$ cat src/rtl/race_controller_if.sv
// Signal bundle between the race sequencer and its neighbours: start button,
// checkpoint-tracker levels in, race status and timers out to car control and HUD.
interface race_controller_if;
  logic        start;
  logic        lap_finished;
  logic        checkpoints_passed;
  logic [1:0]  race_state;
  logic [1:0]  countdown;
  logic        car_enable;
  logic        checkpoint_clr;
  logic [2:0]  lap_count;
  logic [13:0] lap_time;
  logic [13:0] best_lap;
  logic [15:0] race_time;
  logic        race_done;

  modport slave (
    input  start, lap_finished, checkpoints_passed,
    output race_state, countdown, car_enable, checkpoint_clr,
           lap_count, lap_time, best_lap, race_time, race_done
  );

  modport master (
    output start, lap_finished, checkpoints_passed,
    input  race_state, countdown, car_enable, checkpoint_clr,
           lap_count, lap_time, best_lap, race_time, race_done
  );
endinterface

$ cat src/rtl/race_controller.sv
// Race sequencer: start countdown, car gating, lap validation and 10 ms lap/best/race timers.
//   state       | meaning
//   S_IDLE      | waiting for a start press, outputs at reset values
//   S_COUNTDOWN | 3-2-1 countdown, one digit per 100 ticks
//   S_RACING    | car enabled, timers running, laps validated
//   S_FINISHED  | all laps done, results frozen until the next start press
module race_controller #(
  parameter int LAPS     = 3,
  parameter int TICK_DIV = 650000
) (
  input  logic            pclk,
  input  logic            rst,
  race_controller_if.slave bus
);

  localparam int PW = (TICK_DIV > 1) ? $clog2(TICK_DIV) : 1;
  localparam logic [13:0] LAP_MAX  = 14'd9999;
  localparam logic [15:0] RACE_MAX = 16'hFFFF;

  typedef enum logic [1:0] {
    S_IDLE      = 2'd0,
    S_COUNTDOWN = 2'd1,
    S_RACING    = 2'd2,
    S_FINISHED  = 2'd3
  } state_t;

  state_t        state;
  logic          start_q;
  logic          fin_q;
  logic [PW-1:0] presc;
  logic [6:0]    sub_cnt;
  logic [1:0]    countdown;
  logic          car_enable;
  logic          checkpoint_clr;
  logic [2:0]    lap_count;
  logic [13:0]   lap_time;
  logic [13:0]   best_lap;
  logic [15:0]   race_time;
  logic          race_done;

  logic start_rise;
  logic fin_rise;
  logic tick;
  logic enter_cd;
  logic valid_lap;

  assign start_rise = bus.start & ~start_q;
  assign fin_rise   = bus.lap_finished & ~fin_q;
  assign tick       = (presc == PW'(TICK_DIV - 1));
  assign enter_cd   = start_rise & ((state == S_IDLE) | (state == S_FINISHED));
  assign valid_lap  = fin_rise & bus.checkpoints_passed;

  always_ff @(posedge pclk) begin
    if (!rst) begin
      state          <= S_IDLE;
      start_q        <= 1'b1;
      fin_q          <= 1'b1;
      presc          <= '0;
      sub_cnt        <= '0;
      countdown      <= 2'd0;
      car_enable     <= 1'b0;
      checkpoint_clr <= 1'b0;
      lap_count      <= 3'd0;
      lap_time       <= 14'd0;
      best_lap       <= LAP_MAX;
      race_time      <= 16'd0;
      race_done      <= 1'b0;
    end else begin
      start_q        <= bus.start;
      fin_q          <= bus.lap_finished;
      presc          <= tick ? '0 : presc + PW'(1);
      checkpoint_clr <= 1'b0;

      if (enter_cd) begin
        // Prescaler restarts here so the countdown is exactly 300 ticks long.
        state          <= S_COUNTDOWN;
        presc          <= '0;
        sub_cnt        <= '0;
        countdown      <= 2'd3;
        car_enable     <= 1'b0;
        checkpoint_clr <= 1'b1;
        lap_count      <= 3'd0;
        lap_time       <= 14'd0;
        best_lap       <= LAP_MAX;
        race_time      <= 16'd0;
        race_done      <= 1'b0;
      end else begin
        case (state)
          S_COUNTDOWN: begin
            if (tick) begin
              if (sub_cnt == 7'd99) begin
                sub_cnt <= '0;
                if (countdown == 2'd1) begin
                  state      <= S_RACING;
                  countdown  <= 2'd0;
                  car_enable <= 1'b1;
                end else begin
                  countdown <= countdown - 2'd1;
                end
              end else begin
                sub_cnt <= sub_cnt + 7'd1;
              end
            end
          end
          S_RACING: begin
            if (tick && race_time != RACE_MAX)
              race_time <= race_time + 16'd1;
            // A lap on a tick edge records the pre-tick time and drops that tick.
            if (valid_lap) begin
              if (lap_time < best_lap)
                best_lap <= lap_time;
              lap_count      <= lap_count + 3'd1;
              lap_time       <= 14'd0;
              checkpoint_clr <= 1'b1;
              if (lap_count + 3'd1 == 3'(LAPS)) begin
                state      <= S_FINISHED;
                car_enable <= 1'b0;
                race_done  <= 1'b1;
              end
            end else if (tick && lap_time != LAP_MAX) begin
              lap_time <= lap_time + 14'd1;
            end
          end
          default: ;
        endcase
      end
    end
  end

  assign bus.race_state     = state;
  assign bus.countdown      = countdown;
  assign bus.car_enable     = car_enable;
  assign bus.checkpoint_clr = checkpoint_clr;
  assign bus.lap_count      = lap_count;
  assign bus.lap_time       = lap_time;
  assign bus.best_lap       = best_lap;
  assign bus.race_time      = race_time;
  assign bus.race_done      = race_done;

endmodule

$ cat src/flat_wrapper.sv
// flat-port wrapper written by rule: the top's interface ports become plain ports
module race_controller_flat 
#(
  parameter int LAPS     = 3,
  parameter int TICK_DIV = 650000
)
  (pclk, rst, bus_start, bus_lap_finished, bus_checkpoints_passed, bus_race_state, bus_countdown, bus_car_enable, bus_checkpoint_clr, bus_lap_count, bus_lap_time, bus_best_lap, bus_race_time, bus_race_done);
  race_controller_if bus_i ();
  input  logic pclk;
  input  logic rst;
  input wire logic [$bits(bus_i.start)-1:0] bus_start;
  input wire logic [$bits(bus_i.lap_finished)-1:0] bus_lap_finished;
  input wire logic [$bits(bus_i.checkpoints_passed)-1:0] bus_checkpoints_passed;
  output wire logic [$bits(bus_i.race_state)-1:0] bus_race_state;
  output wire logic [$bits(bus_i.countdown)-1:0] bus_countdown;
  output wire logic [$bits(bus_i.car_enable)-1:0] bus_car_enable;
  output wire logic [$bits(bus_i.checkpoint_clr)-1:0] bus_checkpoint_clr;
  output wire logic [$bits(bus_i.lap_count)-1:0] bus_lap_count;
  output wire logic [$bits(bus_i.lap_time)-1:0] bus_lap_time;
  output wire logic [$bits(bus_i.best_lap)-1:0] bus_best_lap;
  output wire logic [$bits(bus_i.race_time)-1:0] bus_race_time;
  output wire logic [$bits(bus_i.race_done)-1:0] bus_race_done;
  assign bus_i.start = bus_start;
  assign bus_i.lap_finished = bus_lap_finished;
  assign bus_i.checkpoints_passed = bus_checkpoints_passed;
  assign bus_race_state = bus_i.race_state;
  assign bus_countdown = bus_i.countdown;
  assign bus_car_enable = bus_i.car_enable;
  assign bus_checkpoint_clr = bus_i.checkpoint_clr;
  assign bus_lap_count = bus_i.lap_count;
  assign bus_lap_time = bus_i.lap_time;
  assign bus_best_lap = bus_i.best_lap;
  assign bus_race_time = bus_i.race_time;
  assign bus_race_done = bus_i.race_done;
  race_controller #(.LAPS(LAPS), .TICK_DIV(TICK_DIV)) u_core (.pclk(pclk), .rst(rst), .bus(bus_i));
endmodule
$ cat config.mk
export PLATFORM = sky130hd
export DESIGN_NAME = race_controller_flat
export DESIGN_NICKNAME = d
export VERILOG_FILES = /design/src/rtl/race_controller_if.sv /design/src/rtl/race_controller.sv /design/src/flat_wrapper.sv
export SDC_FILE = /design/constraint.sdc
export NUM_CORES = 1
export LEC_CHECK = 0
export CAP_MARGIN = 20
export CORE_ASPECT_RATIO = 2
export CORE_UTILIZATION = 53
export CTS_CLUSTER_DIAMETER = 150
export DETAILED_ROUTE_END_ITERATION = 7
export PLACE_DENSITY = 0.78
export SLEW_MARGIN = 5
export SYNTH_ARGS = -nofsm -noshare
export SYNTH_HDL_FRONTEND = slang
export SYNTH_SLANG_ARGS = --single-unit
$ cat constraint.sdc
create_clock -name pclk -period 7.6 [get_ports pclk]
set_input_delay 1.52 -clock pclk [delete_from_list [all_inputs] [get_ports pclk]]
set_output_delay 1.52 -clock pclk [all_outputs]
set_load 0.1 [all_outputs]
==> metrics.yaml <==
status: "finished, final reports clean"
antenna_cells_inserted: 0
synth-xor-area-share: 0.05168
finalWeightedCongestion: 0.8717
grt_max_degree: 34
ys_seq_area_frac: 0.3922
switching_share: 0.2678
cts-resized-gates: 0
cts.reportedPaths.clkPinSlew_ns: 0.06
grt_pass1_wl_um: 17730
endpoint_kind: "output port"
syn-num-nets: 533
synth-simple-area-share: 0.2755
path_delay_family: "buffers and inverters"
rows: 45
dieArea_um2: 8377
synth_top_family_by_area: "simple AND/OR/NAND/NOR gates"
cp-start-kind: "register"
drive_gt1_frac: 0.04248
cts_tree: "built"
cp.required_ns: 6.08
synth_area_leaders: "dfxtp_1, ha_1, nand2_1, nor2_1, a21oi_1"
yosys-top-cells-count: "dfxtp_1, nand2_1, nor2_1"
port_buffers: 58
clock.fmax_mhz: 273.0
worst_slew_pin_slew_ns: 0.9961
drtIter0Drc: 202
period_minus_slack_ns: 3.663
core_um2: 7657
clock_latency_ns: 0.34
grt-ovfl-total: 0
cts_root_buf: "clkbuf_16"
numCtsBuffers: 9
finalSetupViolations: 0
synth.most_common_cell: "dfxtp_1"
period_share: 0.4820
yosys_warnings: 0
synthToLayoutAreaGrowth_pct: 22.53
clk_path_buf_depth: 2
ys_ff_latch: 83
routed_wl_um: 10960
regToRegStartpoint: "u_core.presc[7]"
p_switching_uw: 273.4
synth-compound-area-share: 0.1379
die_y_um: 128.4
final_util: 0.6779
max_stage_delay_ns: 1.22
async_flop_share: 0
seqPwrFrac: 0.443
met2_length_um: 6129
synth_top_cell_area_share: 0.3922
min_path_cells: 1
io_pins: 59
path_buf_inv: 1
worstHoldStart: "u_core.presc[0]"
crit_path_max_fanout: 8
p_int_uw: 747.4
power_frac_comb: 0.126
synth_edf_count: 0
top_layer_used: "met4"
ctsHoldBuffers: 0
htreeDepth: 3
drc: 0
relSlewSlack: 0.3339
placed_cells: 643
route.vias.total: 3940
fillCellCount: 672
syn_inst: 506
rr_worst_depth: 5
hold_class: "register to register"
clkPwrFrac: 0.431
finalClockSkew_ns: 0.002880
globalRouteTotalUtil: 0.2730
cts_setup_buffers: 0
stdcell_count: 659
vias_per_cell: 5.979
wl_met3_um: 349
crit_type: "register to output port"
tns_ns: 0
muxShareOfSynthArea: 0.03544
total_power_mw: 1.021
synth_fa_ha_area_frac: 0.06497
antenna_found_initial: 0
synth_ff_type: "dfxtp_1"
synth_top_cell_by_area: "dfxtp_1"
hold_violations: 0
rsz0062_at_grt: "no"
postRouteAntennaNets: 0
worst-path-stages: 1
final_nets: 588
avgSynthCellArea_um2: 8.373
wl_per_cell_um: 16.62
cts_sinks: 83
first_pass_iters: 4
p_leak_nw: 1.859
synth_cell_types: 48
powerDensity_nw_per_um2: 196.6
grt_pass1_vias: 3876
dp_hpwl_um: 8000
irDropWorstVdd_mv: 0.1461
cp.arrival_ns: 2.14
start_util: 0.5533
netlist_area_um2: 4237
cp_slowest_cell: "clkdlybuf4s50_1"
slew_viol_final: 0
path_cells: "clkdlybuf4s50_1"
wl_met1_um: 4136
drv_cap: 0
die_w_um: 65.22
critPathLaunch: "u_core.bus.lap_time[10]"
-- layout make-up --
class	instances	area, um^2	share of cell area
multi-input combinational	376	2396	0.4616
clock inverter	2	35.03	0.006749
clock buffer	13	260.3	0.05013
tap	94	117.6	0.02266
inverter	28	105.1	0.02025
sequential	83	1662	0.3201
timing repair buffer	63	615.6	0.1186
-- worst paths after layout --
kind	end	slack (ns)
max reg2reg	u_core.bus.race_time[8]	4.69
min reg2reg	u_core.presc[0]	0.44
min	u_core.presc[0]	0.44
max	bus_lap_time[10]	3.94
-- metal layers --
layer	vias to the layer above	GRT usage
met5	-	0
met4	0	0.1496
met3	26	0.05053
met2	95	0.5161
met1	1879	0.2677
li1	1940	-
-- cell families (layout without fill, tap and decap cells) --
kind of cell	count (synthesis)	count (layout)
simple gates	224	224
compound gates	90	90
flops	83	83
buf+inv	47	106
xor+xnor	25	25
fa+ha+maj	22	22
mux	15	15
-- through the flow --
| step | hold slack [ns] | instance area [um^2] | setup slack [ns] |
|---|---|---|---|
| CTS | 0.4477 | 5186 | 3.964 |
| detailed placement | 0.4398 | 4891 | 3.633 |
| global placement | 0.4217 | 4891 | 3.743 |
| finish | 0.4440 | 5191 | 3.937 |
| floorplan | 0.4132 | 4237 | 4.453 |
| global route | 0.4861 | 5191 | 3.725 |
-- cell usage in the layout, fill, tap and decap left out, types with 9 or more instances in the layout --
cell type / instances
a21oi_1: 31
xnor2_1: 15
or3_1: 10
inv_1: 28
o31ai_1: 10
nor4_1: 11
or4_1: 11
clkdlybuf4s50_1: 58
o21ai_0: 10
ha_1: 22
and3_1: 10
nand2_1: 54
clkbuf_16: 9
nand4_1: 15
mux2i_1: 15
dfxtp_1: 83
xor2_1: 10
nor2_1: 53
nand3_1: 23
-- sequential cells by signal, summed over array words and instances (netlist names) --
name                       count
u_core.fin_q                   1
u_core.presc                  20
u_core.bus.race_time          16
u_core.bus.race_state          2
u_core.bus.lap_time           14
u_core.sub_cnt                 7
u_core.start_q                 1
u_core.bus.best_lap           14
u_core.bus.car_enable          1
u_core.bus.race_done           1
u_core.bus.checkpoint_clr      1
u_core.bus.countdown           2
u_core.bus.lap_count           3
-- power by group through the flow --
stage	combinational [mW]	sequential, mW	clock, mW
floorplan	0.0474	0.510	0
global placement	0.125	0.462	0
detailed placement	0.128	0.461	0
CTS	0.129	0.452	0.440
global route	0.138	0.453	0.457
finish	0.129	0.452	0.440
Note: power is estimated with default switching activity, not from simulation.
